$ cat src/rtl/serial_sub.sv
// Bit-serial N-bit subtractor: one full-subtractor cell plus a borrow flop,
// producing one difference bit per clock (LSB first) under a start/busy/done handshake.
module serial_sub #(
    parameter int N = 8
) (
    input  logic         clk,
    input  logic         reset,
    input  logic         start,
    input  logic [N-1:0] a,
    input  logic [N-1:0] b,
    output logic         busy,
    output logic         done,
    output logic [N-1:0] diff,
    output logic         b_out,
    output logic         ovf,
    output logic [1:0]   state_dbg
);

    localparam int          CW     = (N > 1) ? $clog2(N) : 1;
    localparam logic [CW-1:0] LAST = CW'(N - 1);

    localparam logic [1:0] S_IDLE = 2'd0;
    localparam logic [1:0] S_RUN  = 2'd1;
    localparam logic [1:0] S_DONE = 2'd2;

    logic [1:0]    r_state;
    logic [N-1:0]  r_a_sh;
    logic [N-1:0]  r_b_sh;
    logic [N-1:0]  r_res;
    logic          r_borrow;
    logic [CW-1:0] r_cnt;
    logic          r_a_msb;
    logic          r_b_msb;
    logic [N-1:0]  r_diff;
    logic          r_b_out;
    logic          r_ovf;

    logic w_x;
    logic w_y;
    logic w_d;
    logic w_bo;

    // Full-subtractor cell on the current LSBs and the carried-in borrow.
    assign w_x  = r_a_sh[0];
    assign w_y  = r_b_sh[0];
    assign w_d  = w_x ^ w_y ^ r_borrow;
    assign w_bo = (~w_x & w_y) | (~(w_x ^ w_y) & r_borrow);

    always_ff @(posedge clk) begin
        if (reset) begin
            r_state  <= S_IDLE;
            r_a_sh   <= '0;
            r_b_sh   <= '0;
            r_res    <= '0;
            r_borrow <= 1'b0;
            r_cnt    <= '0;
            r_a_msb  <= 1'b0;
            r_b_msb  <= 1'b0;
            r_diff   <= '0;
            r_b_out  <= 1'b0;
            r_ovf    <= 1'b0;
        end else begin
            case (r_state)
                S_RUN: begin
                    r_res    <= {w_d, r_res[N-1:1]};
                    r_a_sh   <= {1'b0, r_a_sh[N-1:1]};
                    r_b_sh   <= {1'b0, r_b_sh[N-1:1]};
                    r_borrow <= w_bo;
                    r_cnt    <= r_cnt + 1'b1;
                    if (r_cnt == LAST) begin
                        // Last bit: w_d is the result MSB, so publish directly from the cell.
                        r_state <= S_DONE;
                        r_diff  <= {w_d, r_res[N-1:1]};
                        r_b_out <= w_bo;
                        r_ovf   <= (r_a_msb != r_b_msb) & (w_d != r_a_msb);
                    end
                end
                default: begin
                    // IDLE and DONE both accept a new operation.
                    if (start) begin
                        r_state  <= S_RUN;
                        r_a_sh   <= a;
                        r_b_sh   <= b;
                        r_a_msb  <= a[N-1];
                        r_b_msb  <= b[N-1];
                        r_borrow <= 1'b0;
                        r_cnt    <= '0;
                    end else begin
                        r_state <= S_IDLE;
                    end
                end
            endcase
        end
    end

    assign busy      = (r_state == S_RUN);
    assign done      = (r_state == S_DONE);
    assign diff      = r_diff;
    assign b_out     = r_b_out;
    assign ovf       = r_ovf;
    assign state_dbg = r_state;

endmodule

$ cat config.mk
export PLATFORM = sky130hd
export DESIGN_NAME = serial_sub
export DESIGN_NICKNAME = d
export VERILOG_FILES = /design/src/rtl/serial_sub.sv
export SDC_FILE = /design/constraint.sdc
export NUM_CORES = 1
export LEC_CHECK = 0
export CORE_MARGIN = 5
export CORE_UTILIZATION = 35
export CTS_CLUSTER_SIZE = 12
export DETAILED_ROUTE_END_ITERATION = 16
export PLACE_DENSITY = 0.64
export SYNTH_ARGS = -nofsm -noshare
export SYNTH_HDL_FRONTEND = slang
export SYNTH_SLANG_ARGS = --single-unit
$ cat constraint.sdc
create_clock -name clk -period 2.85 [get_ports clk]
set_clock_uncertainty 0.2 [all_clocks]
set_input_delay 0.7125 -clock clk [delete_from_list [all_inputs] [get_ports clk]]
set_output_delay 0.7125 -clock clk [all_outputs]
set_load 0.02 [all_outputs]
==> metrics.csv, run 1 <==
stage,metric,value,unit
status,outcome,"complete, no violations",
layout,FILL cells,484,
logic_synthesis,synth cell count leaders,"dfxtp_1, nand2_1, a21oi_1, nor2_1, mux2i_1",
detailed_routing,DRT antenna net count,0,
global_routing,initial antenna violation count,0,
critical_path,Worst EP arrival,1.62,ns
detailed_routing,Vias/cell,4.59,
logic_synthesis,register area share after synthesis,46.9,%
detailed_routing,DR vias,1286,
clocking,# Post-CTS Setup Buffers,0,
critical_path,CP Launch Type,flip-flop,
power,Gate power share,11.9,%
sta,RSZ-0062 raised after global routing,no,
logic_synthesis,xor and xnor area share after synthesis,0,%
critical_path,CP Data Required Time,1.94,ns
floorplan,# rows,25,
detailed_routing,wire length per cell,11.9,µm
logic_synthesis,ys async rst share,0,%
detailed_routing,DRT iter0 DRCs,61,
logic_synthesis,Cells after Synth,184,
clocking,Max Root-Sink Buffers,2,
logic_synthesis,Main synth FF type,dfxtp_1,
logic_synthesis,Post-synth EDFFs,0,
clocking,CTS resizes,0,
global_routing,GRT overflow,0,
sta,final worst path period need,2.53,ns
global_routing,Global Route Usage Sum,11.3,%
critical_path,worst-path fanout max,16,
logic_synthesis,compound-gate portion of the synthesized area,17.9,%
logic_synthesis,Adder-Cell Fraction of Synth Area,2.57,%
clocking,clk sinks,41,
logic_synthesis,largest family of logic cells by synthesized area,compound AO/OA/AOI/OAI gates,
logic_synthesis,leading post-synthesis cells by cell area,"dfxtp_1, a211oi_2, mux2i_1",
logic_synthesis,multiplexer area fraction after synthesis,9.14,%
flow_run,max_cap viols,0,
clocking,hold buffer count at cts,0,
critical_path,CP Class,reg -> out,
global_routing,largest net degree at the start of global routing,43,
logic_synthesis,Yosys cell types,23,
logic_synthesis,cell taking the most area after synthesis,dfxtp_1,
critical_path,CP Cell Sequence,"nand2b_2, inv_4, clkdlybuf4s50_1",
critical_path,crit-path leading delay family,buffers and inverters,
floorplan,Die Y,80.7,µm
layout,Final Cell Area,2160,µm²
floorplan,I/O Pins,33,
logic_synthesis,post-synthesis simple-gate area fraction,15.8,%
detailed_routing,DR DRC count,0,
critical_path,"slowest stage delay, CP",0.64,ns
power,worst IR drop on VDD,0.297,mV
logic_synthesis,Synth Net Count,206,
power,switching pwr,0.277,mW
power,Clock Power Share,35.3,%
place,Detailed Place HPWL,2120,µm
sta,final hold vios,0,
logic_synthesis,Post-Syn Area per Cell,9.52,µm²
floorplan,Initial Util,36.6,%
layout,area grow syn2layout,23.5,%
logic_synthesis,Synth top area share,46.9,%
sta,maximum clock frequency,395,MHz
clocking,CTS buffer count,5,
power,Int Power,0.883,mW
logic_synthesis,Yosys reg bits,41,
logic_synthesis,Yosys Warn Count,0,
clocking,H-tree depth,2,
power,Flop pwr share,52.8,%
clocking,clk slew on worst S/H paths,0.07,ns
clocking,TritonCTS clock tree,yes,
floorplan,Die ar.,6520,µm²
global_routing,first-pass GRT wire length,5770,µm
critical_path,Buf/Inv on CP,2,
place,Port Buffer Count,32,
detailed_routing,first-pass iteration count of the detailed router,4,
sta,fin crit share,88.7,%
layout,nets,234,
power,static leakage,0.794,nW
power,Total Power,1.16,mW
place,gpl congestion,0.738,
logic_synthesis,most common cell in the synthesized netlist,dfxtp_1,
layout,antenna cells,0,
clocking,insertion delay to the later sink of the worst-skew pair,0.29,ns
floorplan,Die X,80.7,µm
critical_path,Worst Setup End Kind,primary output,
sta,worst slew pin tran,0.503,ns
logic_synthesis,Synth Cell Area,1750,µm²
detailed_routing,drt total wl,3340,µm
sta,Post-Route Setup TNS,0,ns
sta,"Setup violations, final",0,
place,"Cell Area, Placed",2060,µm²
global_routing,number of global-route vias before repair,1279,
power,switching fraction of total power,23.9,%
hold_path,Hold Crit Class,reg -> reg,
floorplan,core box area,4790,µm²
sta,max-slew violation count,0,
power,Power Dens Cells,536,nW/µm²
critical_path,Worst path slowest cell,clkdlybuf4s50_1,
layout,final core occ,45.2,%
layout,fraction of layout cells with a size suffix above 1,12.2,%
clocking,CTS root buf,clkbuf_8,
sta,Slew HR,66.5,%
[placed cells by master (no fill, tap or decap)]
cell	n
inv_4	1
mux2i_1	16
clkinv_2	1
nand2b_2	1
a211oi_2	13
nand2_1	32
nor3_1	2
and3b_1	1
nor2b_1	1
a21oi_1	22
ha_1	2
fa_1	1
clkbuf_8	7
buf_4	3
nand2b_1	2
nand3_1	6
dfxtp_1	41
inv_1	3
a211oi_1	4
o21ai_0	2
clkdlybuf4s50_1	32
nor2_1	18
nand3b_1	2
[area by class of cell]
type	instances	area, µm²	share of cell area [%]
sequential	41	821	37.9
multi-input combinational	125	797	36.8
timing repair buffer	35	343	15.8
clock buffer	7	96.3	4.45
tap	67	83.8	3.88
inverter	4	17.5	0.810
clock inverter	1	5.00	0.231
[worst register-to-register path: cells and delay by family (launching register included)]
family / cells / cell delay (ns)
AND/OR/NAND/NOR: 2 / 0.55
adder cells (fa/ha/maj): 2 / 0.32
flip-flops: 1 / 0.35
AO/OA/AOI/OAI: 1 / 0.21
[sequential cells by signal (all words and copies together) (netlist names)]
register	flops
diff	8
r_borrow	1
ovf	1
r_b_msb	1
state_dbg	2
r_a_msb	1
r_cnt	3
r_res	7
r_a_sh	8
r_b_sh	8
b_out	1
[worst paths after layout]
check	start	endpoint	slack, ns	depth (start not counted)
min	diff[7]	diff[7]	0.25	2
max	state_dbg[1]	busy	0.32	3
min reg2reg	diff[7]	diff[7]	0.25	2
max reg2reg	r_cnt[0]	ovf	1.14	5
[per-layer routing]
metal  vias to the layer above  wire [µm]  track usage [%]
met5                         -          0                0
met4                         0         57             4.56
met3                         5        174             3.44
met2                        24       1460             17.9
met1                       576       1650             14.3
li1                        681          -                -
[kinds of logic (layout without fill, tap and decap cells)]
group	count (synthesis)	in the layout
simple gates	65	65
compound gates	41	41
flops	41	41
buf+inv	18	47
mux	16	16
fa+ha+maj	3	3
[power by group through the flow]
| stage | combinational, mW | sequential [mW] | clock [mW] |
|---|---|---|---|
| final | 0.138 | 0.612 | 0.409 |
| after floorplan | 0.106 | 0.623 | 0 |
| after global routing | 0.154 | 0.616 | 0.448 |
| after global placement | 0.138 | 0.626 | 0 |
| after CTS | 0.140 | 0.612 | 0.425 |
| after detailed placement | 0.140 | 0.626 | 0 |
[stage by stage]
step,worst slack [ns],instances,hold slack (ns)
after floorplan,1.03,184,0.232
after global placement,0.582,272,0.245
after CTS,0.303,280,0.256
final,0.321,280,0.254
after global routing,0.223,280,0.277
after detailed placement,0.554,272,0.246
(Power assumes the default switching activity.)
==> run 2, diff against run 1 <==
==> constraint.sdc (replaced) <==
create_clock -name clk -period 2.85 [get_ports clk]
set_clock_uncertainty 0.2 [all_clocks]
set_input_delay 0.7125 -clock clk [delete_from_list [all_inputs] [get_ports clk]]
set_output_delay 0.7125 -clock clk [all_outputs]
set_load 0.005 [all_outputs]
==> run 2 against run 1 <==
Effect of this change:
- first-iteration DRC count is 30% higher
- power is 2.9% lower
- final cell count stayed put
- wire length is 0.93% higher
- register-to-register slack better by 0.02 ns
- cell area is 0.35% lower
- die area stayed put
==> metrics.csv, run 2 (synthesized netlist as in run 1, its figures left out) <==
stage,metric,value,unit
critical_path,Worst Setup End Kind,primary output,
global_routing,Global Route Usage Sum,11.5,%
sta,fin crit share,85.8,%
global_routing,number of global-route vias before repair,1231,
floorplan,Die X,80.7,µm
power,switching fraction of total power,23.9,%
critical_path,CP Launch Type,flip-flop,
power,Gate power share,12.2,%
power,Clock Power Share,33.4,%
flow_run,max_cap viols,0,
clocking,CTS resizes,0,
detailed_routing,wire length per cell,12.0,µm
critical_path,CP Class,reg -> out,
clocking,Max Root-Sink Buffers,2,
layout,nets,235,
place,"Cell Area, Placed",2070,µm²
detailed_routing,first-pass iteration count of the detailed router,4,
power,Flop pwr share,54.4,%
floorplan,# rows,25,
sta,final worst path period need,2.45,ns
sta,"Setup violations, final",0,
clocking,CTS root buf,clkbuf_8,
global_routing,GRT overflow,0,
power,worst IR drop on VDD,0.255,mV
clocking,TritonCTS clock tree,yes,
place,gpl congestion,0.665,
sta,max-slew violation count,0,
clocking,insertion delay to the later sink of the worst-skew pair,0.29,ns
floorplan,core box area,4790,µm²
clocking,H-tree depth,2,
layout,area grow syn2layout,23.1,%
sta,maximum clock frequency,409,MHz
power,switching pwr,0.269,mW
layout,most frequent cells in the layout,"dfxtp_1, nand2_1, clkdlybuf4s50_1, a21oi_1, nor2_1",
detailed_routing,DRT antenna net count,0,
power,Power Dens Cells,522,nW/µm²
critical_path,CP Data Required Time,1.94,ns
layout,multi-input combinational cell area,797,µm²
floorplan,Die Y,80.7,µm
power,static leakage,0.789,nW
clocking,CTS buffer count,5,
sta,Setup WS post-layout,0.404,ns
layout,Storage cell area,821,µm²
global_routing,initial antenna violation count,0,
hold_path,Hold Crit Class,reg -> reg,
layout,antenna cells,0,
global_routing,largest net degree at the start of global routing,43,
layout,Final Cell Area,2160,µm²
detailed_routing,DR DRC count,0,
clocking,clk slew on worst S/H paths,0.08,ns
sta,final hold vios,0,
status,outcome,"complete, no violations",
power,Int Power,0.857,mW
clocking,hold buffer count at cts,0,
critical_path,Worst EP arrival,1.53,ns
floorplan,Die ar.,6520,µm²
place,Detailed Place HPWL,2230,µm
detailed_routing,DRT iter0 DRCs,79,
detailed_routing,DR vias,1318,
place,Port Buffer Count,32,
detailed_routing,Vias/cell,4.71,
layout,"most common cell after layout, fill and taps aside",dfxtp_1,
sta,Post-Route Setup TNS,0,ns
place,pre-CTS WS,0.436,ns
sta,RSZ-0062 raised after global routing,no,
floorplan,Initial Util,36.6,%
layout,fraction of layout cells with a size suffix above 1,11.7,%
sta,worst slew pin tran,0.501,ns
critical_path,worst-path fanout max,16,
sta,Slew HR,66.6,%
clocking,clk sinks,41,
layout,FILL cells,480,
clocking,# Post-CTS Setup Buffers,0,
detailed_routing,drt total wl,3370,µm
global_routing,first-pass GRT wire length,5730,µm
floorplan,I/O Pins,33,
-- run 2: cell types whose count changed in the layout (fill, tap and decap cells not counted), sizes merged --
cell,before,now
buf,3,4
clkinv,1,0
-- run 2: layout make-up --
type	instances	share of cell area (%)
timing repair buffer	36	16.3
inverter	4	0.813
tap	67	3.89
clock buffer	7	4.00
multi-input combinational	125	37.0
sequential	41	38.1
-- run 2: power groups by stage --
stage                     logic, mW  clock network [mW]  registers, mW
after floorplan               0.105                   0          0.622
after global placement        0.138                   0          0.626
after detailed placement      0.139                   0          0.626
after CTS                     0.139               0.394          0.612
after global routing          0.151               0.424          0.616
final                         0.137               0.376          0.612
-- run 2: layer usage --
| layer | vias up | global-route usage [%] | wire length [µm] | part of all wire [%] |
|---|---|---|---|---|
| li1 | 683 | - | - | - |
| met3 | 5 | 4.21 | 163 | 4.8 |
| met5 | - | 0 | 0 | 0 |
| met1 | 604 | 15.5 | 1620 | 48 |
| met4 | 0 | 5.07 | 55 | 1.6 |
| met2 | 26 | 16.5 | 1530 | 45 |
-- run 2: path summary, 6_finish.rpt --
| kind | start | depth (start not counted) | slack (ns) | endpoint |
|---|---|---|---|---|
| worst max-delay path | state_dbg[1] | 3 | 0.40 | busy |
| worst min-delay path | diff[7] | 2 | 0.25 | diff[7] |
| worst max register to register | r_cnt[0] | 5 | 1.16 | ovf |
| worst min register to register | diff[7] | 2 | 0.25 | diff[7] |
-- run 2: critical path: stages (launching register included) --
cell and delay (ns):
dfxtp_1 0.34, nand2b_2 0.21, inv_4 0.15, clkdlybuf4s50_1 0.53
-- run 2: through the flow --
stage / util [%] / power (mW) / std cells / hold WS, ns
detailed placement: 43.2 / 0.764 / 273 / 0.248
global route: 45.0 / 1.19 / 280 / 0.278
floorplan: - / 0.727 / 184 / 0.232
global placement: 43.2 / 0.763 / 273 / 0.247
CTS: 45.0 / 1.15 / 280 / 0.256
finish: 45.0 / 1.13 / 280 / 0.254
